===== src/rtl/seq_det_pkg.sv =====
// Shared types and helpers for the parametrised serial pattern detector family.
package seq_det_pkg;

    localparam logic OVL_ON  = 1'b1;
    localparam logic OVL_OFF = 1'b0;
    localparam int   MAX_LEN = 32;

    // Pattern/mask held zero-extended to MAX_LEN so one bundle type serves every LEN.
    typedef struct packed {
        logic [MAX_LEN-1:0] pattern;
        logic [MAX_LEN-1:0] mask;
        logic               overlap;
    } seq_cfg_t;

    function automatic int fill_width(input int len);
        return $clog2(len + 1);
    endfunction

endpackage


===== src/rtl/seq_det_sat_cnt.sv =====
// Saturating up-counter with synchronous clear; clear beats increment.
module seq_det_sat_cnt #(
    parameter int CNT_W = 8
) (
    input  logic             clk,
    input  logic             rst,
    input  logic             inc,
    input  logic             clr,
    output logic [CNT_W-1:0] count
);

    always_ff @(posedge clk) begin
        if (rst || clr)
            count <= '0;
        else if (inc && (count != {CNT_W{1'b1}}))
            count <= count + 1'b1;
    end

endmodule


===== src/rtl/seq_detect_param.sv =====
// Serial bit-pattern detector with runtime pattern/mask/overlap, valid qualifier
// and saturating match counter. z is a registered one-cycle match pulse.
module seq_detect_param
    import seq_det_pkg::*;
#(
    parameter int             LEN          = 4,
    parameter logic [LEN-1:0] PATTERN_INIT = 4'b0110,
    parameter logic           OVERLAP_INIT = OVL_ON,
    parameter int             CNT_W        = 8
) (
    input  logic             clk,
    input  logic             rst,
    input  logic             x_valid,
    input  logic             x,
    input  logic             cfg_load,
    input  logic [LEN-1:0]   cfg_pattern,
    input  logic [LEN-1:0]   cfg_mask,
    input  logic             cfg_overlap,
    input  logic             cnt_clr,
    output logic             z,
    output logic [CNT_W-1:0] match_cnt
);

    localparam int             FW   = fill_width(LEN);
    localparam logic [FW-1:0]  FULL = FW'(LEN);

    seq_cfg_t       cfg;
    logic [LEN-1:0] hist, hist_n;
    logic [FW-1:0]  fill, fill_n;
    logic           consume, match;

    assign consume = x_valid & ~cfg_load;
    assign hist_n  = {hist[LEN-2:0], x};
    assign fill_n  = (fill == FULL) ? fill : fill + 1'b1;
    // Upper bits of the stored mask are zero, so the wide compare only sees LEN bits.
    assign match   = consume && (fill_n == FULL) &&
                     (((MAX_LEN'(hist_n) ^ cfg.pattern) & cfg.mask) == '0);

    always_ff @(posedge clk) begin
        if (rst) begin
            hist        <= '0;
            fill        <= '0;
            z           <= 1'b0;
            cfg.pattern <= MAX_LEN'(PATTERN_INIT);
            cfg.mask    <= MAX_LEN'({LEN{1'b1}});
            cfg.overlap <= OVERLAP_INIT;
        end else if (cfg_load) begin
            hist        <= '0;
            fill        <= '0;
            z           <= 1'b0;
            cfg.pattern <= MAX_LEN'(cfg_pattern);
            cfg.mask    <= MAX_LEN'(cfg_mask);
            cfg.overlap <= cfg_overlap;
        end else begin
            z <= match;
            if (x_valid) begin
                hist <= hist_n;
                // Non-overlapping: history keeps shifting but LEN fresh bits are required.
                fill <= (match && cfg.overlap == OVL_OFF) ? '0 : fill_n;
            end
        end
    end

    seq_det_sat_cnt #(.CNT_W(CNT_W)) u_cnt (
        .clk   (clk),
        .rst   (rst),
        .inc   (match),
        .clr   (cnt_clr),
        .count (match_cnt)
    );

endmodule


===== config.mk =====
export PLATFORM = sky130hd
export DESIGN_NAME = seq_detect_param
export DESIGN_NICKNAME = d
export VERILOG_FILES = /design/src/rtl/seq_det_pkg.sv /design/src/rtl/seq_det_sat_cnt.sv /design/src/rtl/seq_detect_param.sv
export SDC_FILE = /design/constraint.sdc
export NUM_CORES = 1
export LEC_CHECK = 0
export ABC_AREA = 1
export CAP_MARGIN = 20
export CORE_ASPECT_RATIO = 2
export CORE_MARGIN = 4
export CORE_UTILIZATION = 40
export CTS_CLUSTER_SIZE = 8
export DETAILED_ROUTE_END_ITERATION = 10
export MAX_ROUTING_LAYER = met4
export PLACE_DENSITY_LB_ADDON = 0.25
export SYNTH_ARGS = -nofsm -noshare
export SYNTH_HDL_FRONTEND = slang
export SYNTH_SLANG_ARGS = --single-unit

===== constraint.sdc =====
create_clock -name clk -period 1.65 [get_ports clk]
set_clock_uncertainty 0.05 [all_clocks]
set_input_delay 0.33 -clock clk [delete_from_list [all_inputs] [get_ports clk]]
set_output_delay 0.33 -clock clk [all_outputs]
set_load 0.1 [all_outputs]

==> metrics.md <==
| Metric | Value |
|---|---|
| Clock buffer count from CTS | 3 |
| Largest stage delay, worst path | between 0.3 and 0.4 ns |
| Part of the power in registers | 0.470 |
| Detail Placement HPWL | 2.22 mm |
| Vias | 1,247 |
| Total Wirelength | 2.96 mm |
| Antenna Cells | 0 |
| Hold Crit Class | flip-flop to flip-flop |
| Setup violations, final | 0 |
| Library cells used by synthesis | 23 |
| GRT Overall Usage | 0.163 |
| Grt ovf | 0 |
| Total negative slack | 0 ns |
| Worst Setup Start Kind | flip-flop |
| Post-Syn Area | ~0.0012 mm2 |
| Area delta synth->final | 45.6% |
| Combinational Power Share | 0.132 |
| Die area | 0.00414 mm2 |
| Seq/Total Area, Yosys | 0.384 |
| Commonest non-fill, non-tap cells in the layout | nand2_1 (39), inv_1 (22), a21oi_1 (15) |
| Final ANT Viol Nets | 0 |
| Synth Instances | 169 |
| # DRC | 0 |
| CP arrival | 1.72 ns |
| Initial antenna violation count | 0 |
| Area share of the largest cell type after synthesis | 0.384 |
| CP max-delay cell | dfxtp_4 |
| Required @ worst endpoint | 1.80 ns |
| WP buf/inv | 1 |
| Power consumption | ~1.3 mW |
| CTS Sinks | 24 |
| Crit Path Class | flip-flop to flip-flop |
| Routed length per instance | 12.6 um |
| MaxCap Viol Count | 0 |
| CP top delay family | simple AND/OR/NAND/NOR gates |
| Initial Util | 0.420 |
| Most common cell after layout, fill and taps aside | nand2_1 |
| Core Footprint | 0.00298 mm2 |
| Pre-Repair DR Iteration Count | 4 |
| Clock Pin Slew Worst Setup and Hold Paths | around 0.090 ns |
| Leak | 0.811 nW |
| Cell Int Power | ~1 mW |
| Status | complete, no violations |
| Crit path time final | 1.57 ns |
| Final Hold Vio Count | 0 |
| CP Capture Type | flip-flop |
| TritonCTS clock tree | done |
| Chip width | approximately 48 um |
| Net Count, Synth | 187 |
| Pin count of the biggest net entering global routing | 15 |
| Port bufs | 23 |
| Vias per cell | 5.31 |
| H-tree levels | 1 |
| Number of I/O pins | 24 |
| Period utilization | 0.949 |
| Hold buffer count at CTS | 0 |
| Max Slew Vio Count | 0 |
| Root buf cell | clkbuf_8 |
| Clock Power Share | 0.398 |
| Synth top area cells | dfxtp_1 (38%), nand2_1 (12%), inv_1 (7.2%), nand3_1 (6.4%), a21oi_1 (6.0%) |
| Highest clock rate | 639 MHz |
| Worst-Margin Slew | between 0.2 and 0.3 ns |
| First-pass GRT wire length | approximately 4.8 mm |
| Max transition margin | 0.803 |
| Row cnt | 28 |
| Pwr/cell area | 713 mW/mm2 |
| Number of global-route vias before repair | roughly 1,200 |
| Synth Area per Inst | 7.40 um2 |
| Fillers | around 250 |
| Max clock buf depth | 2 |
| Iter 0 DRT Violations | 34 |
| Chip height | 87.1 um |
| FF+latch count, synth | 24 |
| Area leader, netlist | dfxtp_1 |
| Switching share of power | 0.228 |
| Crit path cell chain | ha_1 -> inv_1 -> nand2_1 -> nand3_2 -> nand2_2 -> nor2_8 -> nand3_4 -> nand2_2 -> nand2_1 -> nor2_1 |
| Clock insertion delay at the later pin of the skew report | 0.27 ns |
| Share of post-route cells with drive strength above 1 | 0.268 |
| Switch Pwr | 296 uW |
| Layout Nets | roughly 220 |
| Yosys warning count | 0 |
| Final Wtd Congestion | ~0.9 |
| Critical-path maximum fanout | 6 |
| Maximum vdd drop | 0.000577 V |
-- through the flow --
| stage | utilization | worst slack [ns] | instance area (um2) | hold slack, ns | cells |
|---|---|---|---|---|---|
| 5_1_grt | 0.611 | -0.0138 | 1820 | 0.453 | 235 |
| 2_1_floorplan | - | 0.00829 | 1260 | 0.380 | 169 |
| 4_1_cts | 0.589 | 0.00634 | 1750 | 0.421 | 232 |
| 6_report | 0.611 | 0.0848 | 1820 | 0.414 | 235 |
| 3_3_place_gp | 0.555 | -0.0833 | 1650 | 0.393 | 226 |
| 3_5_place_dp | 0.555 | -0.127 | 1650 | 0.400 | 226 |
-- layout make-up --
type	count	area (um2)	area share
inverters	25	93.8	0.0515
clock buffers	3	41.3	0.0227
repair buffers	31	380	0.209
clock inverters	1	30.0	0.0165
well taps	30	37.5	0.0206
multi-input cells	121	737	0.405
flip-flops and latches	24	500	0.275
-- registers in the layout (all words and copies together) (netlist names) --
signal	count
u_cnt.count	8
z	1
cfg	9
fill	3
hist	3
-- repair_timing --
action,CTS,global route
hold endpoints to repair,0,0
gates resized for setup,4,10
cloned,2,1
buffers inserted,0,2
pin swaps,2,9
endpoints found under the setup margin,8,9
-- worst min-delay path, stage by stage (launching register included) --
cell	delay [ns]
dfxtp_1	0.34
nand2_1	0.05
nand3_1	0.05
-- per-layer routing --
metal  vias to the layer above  global-route usage  wire [um]
met2                        37               0.297       1690
met3                         7              0.0186        140
li1                        633                   -          -
met1                       570               0.153       1060
met4                         0              0.0806         63
met5                         -                   -          0
-- power by group through the flow --
stage	Sequential, mW	Combinational (mW)	Clock (mW)
2_1_floorplan	0.620	0.0902	0
3_3_place_gp	0.622	0.147	0
3_5_place_dp	0.623	0.151	0
6_report	0.610	0.171	0.517
4_1_cts	0.610	0.157	0.530
5_1_grt	0.613	0.190	0.560
-- kinds of logic after synthesis --
kind of cell             after synthesis  share of synthesized area
buffers and inverters                 27                     0.0871
XOR/XNOR                               3                     0.0210
flip-flops                            24                      0.384
AND/OR/NAND/NOR                       85                      0.365
adder cells (fa/ha/maj)                3                     0.0300
AO/OA/AOI/OAI                         27                      0.112
-- Yosys cell counts --
| cell type | n |
|---|---|
| and3_2 | 1 |
| nor2_4 | 1 |
| o211ai_1 | 2 |
| xor2_1 | 3 |
| nor2_8 | 2 |
| nand2_4 | 1 |
| nand3b_1 | 1 |
| o21ai_0 | 10 |
| inv_2 | 1 |
| nor3_1 | 1 |
| nand2_2 | 4 |
| ha_1 | 3 |
| inv_1 | 24 |
| nor2_1 | 9 |
| clkbuf_1 | 1 |
| nand2_1 | 40 |
| nand4_1 | 6 |
| dfxtp_1 | 24 |
| buf_6 | 1 |
| nand4_2 | 1 |
| nand3_4 | 2 |
| nand3_1 | 16 |
| a21oi_1 | 15 |
-- path summary, 6_finish.rpt --
path | from | endpoint | slack [ns] | cells after the start
hold / removal | cfg[2] | cfg[2] | 0.41 | 2
hold reg to reg | cfg[2] | cfg[2] | 0.41 | 2
setup / recovery | fill[1] | u_cnt.count[0] | 0.08 | 10
setup reg to reg | fill[1] | u_cnt.count[0] | 0.08 | 10
Power figures use the tool's default switching activity.
